<file path="src/rtl/w_schedule_sequencer_if.sv">
// w_schedule_sequencer_if
// Bundles the signals between the SHA-256 message-schedule sequencer and the
// expansion controller / W RAM pair.
//   msg_valid       : pulse, a new 512-bit block is ready; begin a schedule
//   hold            : stall from the downstream W consumer; freezes the sequencer
//   data1_from_ram  : RAM port 1 read data (1-cycle synchronous read)
//   data2_from_ram  : RAM port 2 read data (1-cycle synchronous read)
//   count           : 5-bit phase driven to the controller
//   final_sum       : expanded word returned to the controller for write-back
//   round           : index t of the word currently being produced
//   busy            : schedule in progress
//   done            : one-cycle pulse after the last word is presented
// The master modport is the controller/RAM side; the slave modport is the sequencer.
interface w_schedule_sequencer_if;
   logic        msg_valid;
   logic        hold;
   logic [31:0] data1_from_ram;
   logic [31:0] data2_from_ram;
   logic [4:0]  count;
   logic [31:0] final_sum;
   logic [5:0]  round;
   logic        busy;
   logic        done;

   modport master (
      output msg_valid, hold, data1_from_ram, data2_from_ram,
      input  count, final_sum, round, busy, done
   );

   modport slave (
      input  msg_valid, hold, data1_from_ram, data2_from_ram,
      output count, final_sum, round, busy, done
   );
endinterface

</file>
<file path="src/rtl/w_schedule_sequencer.sv">
// w_schedule_sequencer
// Sequences the SHA-256 message-expansion controller. It walks the controller
// through LOAD_WORDS load phases and then six phases per expanded word, and
// computes final_sum = s1(W[t-2]) + W[t-7] + s0(W[t-15]) + W[t-16] from the two
// RAM read ports so the controller can write it back.
// Ports:
//   clk   : rising-edge clock
//   start : synchronous active-high reset (wins over hold and msg_valid)
//   bus   : slave side of w_schedule_sequencer_if (handshake, RAM data, phase,
//           result, round index, busy, done)
module w_schedule_sequencer #(
   parameter int LOAD_WORDS = 16,
   parameter int NUM_ROUNDS = 64,
   parameter int PARK_COUNT = 31
) (
   input logic                    clk,
   input logic                    start,
   w_schedule_sequencer_if.slave  bus
);

   typedef enum logic [1:0] {IDLE, LOAD, EXPAND, FIN} state_t;

   // Phase numbers of one expansion word: 16 starts the word, 18 and 19 carry
   // the RAM operands, 21 is where the controller latches W.
   localparam logic [4:0] PH_FIRST   = 5'd16;
   localparam logic [4:0] PH_SIGMA   = 5'd18;
   localparam logic [4:0] PH_SUM     = 5'd19;
   localparam logic [4:0] PH_LAST    = 5'd21;
   localparam logic [4:0] PARK       = 5'(PARK_COUNT);
   localparam logic [4:0] LOAD_LAST  = 5'(LOAD_WORDS - 1);
   localparam logic [5:0] ROUND_LOAD = 6'(LOAD_WORDS);
   localparam logic [5:0] ROUND_LAST = 6'(NUM_ROUNDS - 1);

   state_t      state_q, state_d;
   logic [4:0]  count_q, count_d;
   logic [5:0]  round_q, round_d;
   logic [31:0] partial_q, partial_d;
   logic [31:0] finalSum_q, finalSum_d;

   function automatic logic [31:0] sigma0(input logic [31:0] x);
      return {x[6:0], x[31:7]} ^ {x[17:0], x[31:18]} ^ {3'b000, x[31:3]};
   endfunction

   function automatic logic [31:0] sigma1(input logic [31:0] x);
      return {x[16:0], x[31:17]} ^ {x[18:0], x[31:19]} ^ {10'b0, x[31:10]};
   endfunction

   // State and datapath registers. start acts as a synchronous reset that
   // parks the controller and aborts any schedule in flight.
   always_ff @(posedge clk) begin
      if (start) begin
         state_q    <= IDLE;
         count_q    <= PARK;
         round_q    <= '0;
         partial_q  <= '0;
         finalSum_q <= '0;
      end else begin
         state_q    <= state_d;
         count_q    <= count_d;
         round_q    <= round_d;
         partial_q  <= partial_d;
         finalSum_q <= finalSum_d;
      end
   end

   // Next-state logic. Everything holds by default, so a stall simply skips
   // the case statement. The RAM data is only looked at in phases 18 and 19;
   // in every other phase it cannot reach any register.
   always_comb begin
      state_d    = state_q;
      count_d    = count_q;
      round_d    = round_q;
      partial_d  = partial_q;
      finalSum_d = finalSum_q;
      if (!bus.hold) begin
         case (state_q)
            IDLE: begin
               count_d = PARK;
               if (bus.msg_valid) begin
                  state_d = LOAD;
                  count_d = '0;
                  round_d = '0;
               end
            end
            LOAD: begin
               if (count_q == LOAD_LAST) begin
                  state_d = EXPAND;
                  count_d = PH_FIRST;
                  round_d = ROUND_LOAD;
               end else begin
                  count_d = count_q + 5'd1;
                  round_d = {1'b0, count_q + 5'd1};
               end
            end
            EXPAND: begin
               case (count_q)
                  PH_SIGMA: partial_d = sigma0(bus.data1_from_ram) + sigma1(bus.data2_from_ram);
                  PH_SUM:   finalSum_d = partial_q + bus.data1_from_ram + bus.data2_from_ram;
                  default:  ;
               endcase
               if (count_q == PH_LAST) begin
                  if (round_q == ROUND_LAST) begin
                     state_d = FIN;
                     count_d = PARK;
                     round_d = '0;
                  end else begin
                     count_d = PH_FIRST;
                     round_d = round_q + 6'd1;
                  end
               end else begin
                  count_d = count_q + 5'd1;
               end
            end
            FIN: begin
               state_d = IDLE;
               count_d = PARK;
            end
            default: begin
               state_d = IDLE;
               count_d = PARK;
            end
         endcase
      end
   end

   // Outputs come straight from the registers. done is qualified with hold so
   // a stalled FIN cycle never shows a pulse; the pulse appears on the first
   // unstalled FIN cycle, which is also the one that leaves FIN.
   always_comb begin
      bus.count     = count_q;
      bus.round     = round_q;
      bus.final_sum = finalSum_q;
      bus.busy      = (state_q == LOAD) || (state_q == EXPAND);
      bus.done      = (state_q == FIN) && !bus.hold;
   end

endmodule

</file>
<file path="src/flat_wrapper.sv">
// flat-port wrapper written by rule: the top's interface ports become plain ports
module w_schedule_sequencer_flat 
#(
   parameter int LOAD_WORDS = 16,
   parameter int NUM_ROUNDS = 64,
   parameter int PARK_COUNT = 31
)
  (clk, start, bus_msg_valid, bus_hold, bus_data1_from_ram, bus_data2_from_ram, bus_count, bus_final_sum, bus_round, bus_busy, bus_done);
  w_schedule_sequencer_if bus_i ();
  input logic clk;
  input logic start;
  input wire logic [$bits(bus_i.msg_valid)-1:0] bus_msg_valid;
  input wire logic [$bits(bus_i.hold)-1:0] bus_hold;
  input wire logic [$bits(bus_i.data1_from_ram)-1:0] bus_data1_from_ram;
  input wire logic [$bits(bus_i.data2_from_ram)-1:0] bus_data2_from_ram;
  output wire logic [$bits(bus_i.count)-1:0] bus_count;
  output wire logic [$bits(bus_i.final_sum)-1:0] bus_final_sum;
  output wire logic [$bits(bus_i.round)-1:0] bus_round;
  output wire logic [$bits(bus_i.busy)-1:0] bus_busy;
  output wire logic [$bits(bus_i.done)-1:0] bus_done;
  assign bus_i.msg_valid = bus_msg_valid;
  assign bus_i.hold = bus_hold;
  assign bus_i.data1_from_ram = bus_data1_from_ram;
  assign bus_i.data2_from_ram = bus_data2_from_ram;
  assign bus_count = bus_i.count;
  assign bus_final_sum = bus_i.final_sum;
  assign bus_round = bus_i.round;
  assign bus_busy = bus_i.busy;
  assign bus_done = bus_i.done;
  w_schedule_sequencer #(.LOAD_WORDS(LOAD_WORDS), .NUM_ROUNDS(NUM_ROUNDS), .PARK_COUNT(PARK_COUNT)) u_core (.clk(clk), .start(start), .bus(bus_i));
endmodule
</file>
<file path="config.mk">
export PLATFORM = sky130hd
export DESIGN_NAME = w_schedule_sequencer_flat
export DESIGN_NICKNAME = d
export VERILOG_FILES = /design/src/rtl/w_schedule_sequencer_if.sv /design/src/rtl/w_schedule_sequencer.sv /design/src/flat_wrapper.sv
export SDC_FILE = /design/constraint.sdc
export NUM_CORES = 1
export LEC_CHECK = 0
export BUFFER_PORTS_ARGS = -buffer_cell sky130_fd_sc_hd__buf_4
export CORE_MARGIN = 5
export CORE_UTILIZATION = 50
export CTS_BUF_LIST = sky130_fd_sc_hd__clkbuf_8 sky130_fd_sc_hd__clkbuf_16
export CTS_CLUSTER_DIAMETER = 30
export DETAILED_ROUTE_END_ITERATION = 12
export GPL_TIMING_DRIVEN = 1
export PLACE_DENSITY_LB_ADDON = 0.08
export SYNTH_ARGS = -nofsm -noshare
export SYNTH_HDL_FRONTEND = slang
export SYNTH_SLANG_ARGS = --single-unit
</file>
<file path="constraint.sdc">
create_clock -name clk -period 7.8 [get_ports clk]
set_clock_uncertainty 0.2 [all_clocks]
set_input_delay 0.39 -clock clk [delete_from_list [all_inputs] [get_ports clk]]
set_output_delay 0.39 -clock clk [all_outputs]
set_load 0.01 [all_outputs]
</file>
==> flow_summary_export.csv, run 1 <==
group,metric,value,unit
clocking,ctsHoldBuffers,0,
finish,layout.nets,1304,
global_route,grt_max_degree,38,
clocking,clkSlewWorstSetupHoldPaths,0.06,ns
synth,synth_area,8280,um2
synth,yosysTopAreaCell,"dfxtp_1",
finish,final_cell_area,9550,um2
clocking,root_buffer,"clkbuf_16",
synth,async_reset_ff_frac,0,
place,numPortBuffers,112,
worst_setup_path,path_buf_inv,0,
worst_setup_path,path_delay_family,"compound AO/OA/AOI/OAI gates",
clocking,cts_setup_buffers,0,
place,place.gp.congestion,1.02,
timing,rsz0062_at_grt,"false",
synth,yosys-top-cells-area,"dfxtp_1, xnor2_1, ha_1, fa_1, a21oi_1",
clocking,cts_inserted_buffers,9,
floorplan,coreArea,16400,um2
finish,final_layout_size_suffix_gt1_frac,0.125,
global_route,antenna_found_initial,0,
routing,wl_per_cell,21.9,um
hold_path,min_path_type,"primary input to flop",
power,power.density,176,nW/um2
run,drv_cap,0,
worst_setup_path,start_kind,"flop",
synth,synth_ff_type,"dfxtp_1",
clocking,cts.sinks,77,
routing,vias_per_cell,6.16,
clocking,clk_latency,0.36,ns
routing,first_pass_iters,7,
worst_setup_path,cp_data_required_time,7.85,ns
floorplan,num_rows,47,
worst_setup_path,cp-end-kind,"flop",
finish,syn_to_final_growth,15.3,%
floorplan,die_h,139,um
clocking,cts_tree,"done",
floorplan,dieArea,19200,um2
timing,fmax,277,MHz
timing,worst_slew_pin_slew,1.09,ns
global_route,grt_pass1_wl,45200,um
synth,synth_xor_area_frac,0.155,
timing,period_minus_slack,3.61,ns
synth,synthAdderAreaFrac,0.187,
clocking,cts_resized,0,
status,status,"finished clean",
routing,routed_wl,29600,um
routing,drc,0,
global_route,grt_usage,0.299,
synth,ys_types,67,
timing,setup_ws,4.19,ns
place,dpl-instance-area,9260,um2
synth,synth-seq-area-share,0.186,
synth,synth_area_per_cell,7.90,um2
clocking,clk_path_buf_depth,2,
floorplan,io_pins,113,
worst_setup_path,arrival,3.65,ns
synth,synth-seq-cells,77,
synth,synth_top_family_by_area,"compound AO/OA/AOI/OAI gates",
synth,synthSimpleGateAreaFrac,0.197,
synth,synth_edf_count,0,
worst_setup_path,max_stage_delay,0.51,ns
finish,antennaDiodeCount,0,
floorplan,initial_utilization,0.505,
routing,dr_total_vias,8357,
synth,synth_mux_area_frac,0.00725,
synth,syn-num-nets,1220,
timing,hold_viol_final,0,
timing,slew_violations,0,
place,place_worst_setup_slack,4.00,ns
routing,ant_nets,0,
worst_setup_path,crit_type,"flop to flop",
timing,period_share,0.462,
worst_setup_path,cp_max_fo,4,
synth,netlist_instances,1048,
synth,synth-compound-area-share,0.229,
finish,nFillCells,1590,
power,peakVddDrop,131,uV
worst_setup_path,worstPathCellList,"fa_1 > ha_1 > fa_1 > a211oi_1 > o21ai_0 > a211oi_1 > nor3_2 > o211ai_1 > a2111o_1 > nand3_1",
routing,first_iter_violations,920,
place,dp_hpwl,24100,um
synth,yosys_warnings,0,
timing,final.setup.tns,0,ns
clocking,htreeDepth,3,
global_route,grt_pass1_vias,7715,
timing,setup_violations,0,
power,cellLeakagePower,3.92,nW
floorplan,die_w,139,um
timing,slew_headroom,0.271,
synth,netlist.area_leader.share,0.186,
global_route,overflow,0,
worst_setup_path,cp_slowest_cell,"a211oi_1",
[cell families (layout without fill, tap and decap cells)]
family / count (synthesis) / in the layout
xor+xnor: 147 / 147
buf+inv: 82 / 170
fa+ha+maj: 104 / 104
simple gates: 335 / 335
flops: 77 / 77
mux: 6 / 6
compound gates: 297 / 297
[path summary, 6_finish.rpt]
| kind | to | slack (ns) | from | depth (start not counted) |
|---|---|---|---|---|
| setup / recovery | u_core.bus.final_sum[29] | 4.19 | u_core.partial_q[1] | 10 |
| hold reg to reg | u_core.bus.final_sum[11] | 0.25 | u_core.bus.final_sum[11] | 2 |
| setup reg to reg | u_core.bus.final_sum[29] | 4.19 | u_core.partial_q[1] | 10 |
| hold / removal | u_core.bus.count[4] | 0.12 | bus_hold | 2 |
[where the power goes]
group	switching [mW]	total, mW	leakage [nW]	internal (mW)
Combinational	0.521	0.840	3.16	0.318
Clock	0.189	0.435	0.138	0.246
Sequential	0.00661	0.404	0.622	0.397
[cell usage after synthesis (all sizes together) (5+ instances only)]
cell       n
and2       5
o21bai     6
o21a       6
nor4       7
xnor2    120
a21oi     97
a31oi      8
a22oi      9
nand2    106
nand2b     7
nor3      28
nor2      71
nand3     40
ha        71
and3      12
inv       37
clkbuf    34
dfxtp     77
o2111ai    5
a21o      25
o21ai     65
o211ai    16
buf       11
fa        33
nor2b      7
or4        7
xor2      27
a211oi    17
o22ai      6
mux2i      6
nand3b     6
nand4     19
[routing by layer]
metal / global-route usage / part of all wire
met1: 0.412 / 0.43
met2: 0.469 / 0.44
met3: 0.0638 / 0.099
met4: 0.0958 / 0.030
met5: 0 / 0
[layout by cell type (no fill, tap or decap), types with 7 or more instances in the layout]
master / instances
nand3_1: 40
nand2b_1: 7
inv_1: 37
fa_1: 33
a21o_1: 25
ha_1: 71
xnor2_1: 120
a211oi_1: 17
xor2_1: 27
clkbuf_16: 9
dfxtp_1: 77
nor3_1: 26
nor4_1: 7
nor2b_1: 7
o21ai_0: 64
and3_1: 12
or4_1: 7
buf_4: 118
a22oi_1: 9
nand2_1: 105
a21oi_1: 97
nand4_1: 19
a31oi_1: 8
o211ai_1: 15
nor2_1: 71
[metrics by stage]
step                      std cells  hold slack [ns]  power, mW   util
final                          1356            0.123       1.68  0.582
after global routing           1356            0.138       1.77  0.582
after CTS                      1356            0.119       1.66  0.582
after detailed placement       1341            0.245       1.23  0.564
after global placement         1341            0.240       1.23  0.564
after floorplan                1048            0.236      0.980      -
[final cells by class]
type	instances	area [um2]	share of cell area
clock buffers	9	225	0.0236
repair buffers	118	886	0.0928
well taps	220	275	0.0288
flip-flops and latches	77	1540	0.161
clock inverters	6	63.8	0.00668
inverters	37	139	0.0145
multi-input cells	889	6420	0.672
[worst register-to-register path: stages, from the launching register on]
cell and delay, ns:
dfxtp_1 0.34, fa_1 0.42, ha_1 0.25, fa_1 0.46
a211oi_1 0.51, o21ai_0 0.22, a211oi_1 0.38, nor3_2 0.14
o211ai_1 0.33, a2111o_1 0.19, nand3_1 0.05
[flip-flops by register name (all words and copies together) (netlist names)]
signal                count
u_core.bus.final_sum     32
u_core.partial_q         32
u_core.bus.round          6
u_core.bus.count          5
u_core.state_q            2
(Power assumes the default switching activity.)
==> run 2: changes to the inputs <==
clock period = 3.8 ns   (was 7.8 ns; I/O delays follow)
==> flow_summary_export.csv, run 2 (synthesized netlist as in run 1, its figures left out) <==
group,metric,value,unit
timing,final.setup.tns,0,ns
finish,antennaDiodeCount,0,
hold_path,hold_path_depth,2,
power,power.density,369,nW/um2
clocking,cts_inserted_buffers,9,
worst_setup_path,regToRegSetupSlack,0.26,ns
floorplan,initial_utilization,0.505,
global_route,grt_pass1_wl,45600,um
timing,worst_slew_pin_slew,0.712,ns
power,cellLeakagePower,3.97,nW
worst_setup_path,worstPathCellList,"fa_1 > ha_1 > fa_1 > a211oi_1 > o21ai_0 > a211oi_1 > nor3_2 > o211ai_1 > a2111o_1 > nand3_1",
timing,period_minus_slack,3.54,ns
timing,fmax,282,MHz
clocking,clk_path_buf_depth,2,
worst_setup_path,rr_worst_depth,10,
routing,ant_nets,0,
hold_path,min_path_type,"primary input to flop",
routing,wl_per_cell,22.0,um
routing,vias_per_cell,6.20,
worst_setup_path,start_kind,"flop",
global_route,grt.busiest_layer,"met2",
finish,syn_to_final_growth,16.3,%
finish,layout.nets,1310,
finish,final_common_cell,"buf_4",
worst_setup_path,arrival,3.58,ns
clocking,clk_latency,0.35,ns
timing,holdWs,0.103,ns
clocking,htreeDepth,3,
worst_setup_path,cp_data_required_time,3.84,ns
routing,routed_wl,30000,um
timing,slew_headroom,0.521,
worst_setup_path,worst_setup_path_startpoint,"u_core.partial_q[1]",
worst_setup_path,cp_max_fo,4,
global_route,grt_max_degree,42,
floorplan,num_rows,47,
global_route,use_met2,0.466,
routing,drc,0,
power,p_total,3.56,mW
timing,slew_violations,0,
clocking,clkSlewWorstSetupHoldPaths,0.07,ns
floorplan,die_w,139,um
worst_setup_path,critPathCapture,"u_core.bus.final_sum[29]",
worst_setup_path,r2r_start,"u_core.partial_q[1]",
clocking,cts_resized,0,
timing,period_share,0.932,
timing,hold_viol_final,0,
global_route,grt_usage,0.303,
timing,setup_violations,0,
clocking,cts_tree,"done",
floorplan,die_h,139,um
floorplan,dieArea,19200,um2
clocking,root_buffer,"clkbuf_16",
status,status,"finished clean",
worst_setup_path,crit_type,"flop to flop",
place,dp_hpwl,24400,um
global_route,antenna_found_initial,0,
run,drv_cap,0,
routing,first_pass_iters,6,
global_route,grtUsageMet1,0.419,
routing,first_iter_violations,959,
global_route,overflow,0,
worst_setup_path,cp-end-kind,"flop",
worst_setup_path,reg2reg_to,"u_core.bus.final_sum[29]",
worst_setup_path,cp_slowest_cell,"fa_1",
global_route,met3_usage,0.0845,
floorplan,coreArea,16400,um2
clocking,cts.sinks,77,
routing,dr_total_vias,8457,
finish,finalCoreUtilization,0.587,
place,place.gp.congestion,1.03,
finish,mostFrequentLayoutCells,"buf_4, xnor2_1, nand2_1",
floorplan,io_pins,113,
global_route,grt_pass1_vias,7794,
timing,rsz0062_at_grt,"false",
place,numPortBuffers,112,
worst_setup_path,max_stage_delay,0.47,ns
finish,final_layout_size_suffix_gt1_frac,0.128,
power,peakVddDrop,232,uV
run 2: cell count changes in the layout (fill, tap and decap cells not counted), sizes merged:
cell | before | now
buf | 118 | 122
clkinvlp | 2 | 0
dlygate4sd3 | 0 | 2
bufinv | 1 | 2
clkbuf | 9 | 10
inv | 38 | 39
run 2: area by class of cell:
type,count,area (um2)
fill,1562,6770
multi-input combinational,889,6420
sequential,77,1540
timing repair buffer,124,936
tap,220,275
clock buffer,10,239
inverter,37,139
clock inverter,6,86.3
run 2: metal layers:
| layer | part of all wire | vias to the layer above |
|---|---|---|
| li1 | - | 3970 |
| met1 | 0.42 | 3964 |
| met2 | 0.43 | 449 |
| met3 | 0.11 | 74 |
| met4 | 0.034 | 0 |
| met5 | 0 | - |
run 2: repair_timing:
item | 4_1_cts | 5_1_grt
endpoints found under the hold margin | 5 | 0
setup buffers | 0 | 0
hold buffers | 2 | 0
run 2: metrics by stage:
step | cells | setup WS, ns | area, um2
after floorplan | 1048 | 0.702 | 8280
after global placement | 1345 | 0.274 | 9290
after detailed placement | 1345 | 0.253 | 9290
after CTS | 1363 | 0.296 | 9630
after global routing | 1363 | 0.0539 | 9630
final | 1363 | 0.260 | 9630
run 2: how the worst min path moves through the flow:
stage / startpoint / slack, ns / endpoint
floorplan: bus_msg_valid / 0.22 / u_core.bus.count[1]
global placement: u_core.bus.final_sum[16] / 0.24 / u_core.bus.final_sum[16]
detailed placement: u_core.bus.final_sum[11] / 0.25 / u_core.bus.final_sum[11]
CTS: start / 0.10 / u_core.state_q[1]
global route: start / 0.1 / u_core.bus.round[3]
finish: start / 0.10 / u_core.state_q[1]
run 2: power breakdown:
part	internal, mW	leakage, nW	switching (mW)
Combinational	0.658	3.19	1.09
Clock	0.594	0.164	0.386
Sequential	0.815	0.622	0.0138
run 2: worst max-delay path: cells and delay by family, from the launching register on:
family / cells / cell delay [ns]
fa+ha+maj: 3 / 1.15
simple gates: 2 / 0.19
compound gates: 5 / 1.53
flops: 1 / 0.35
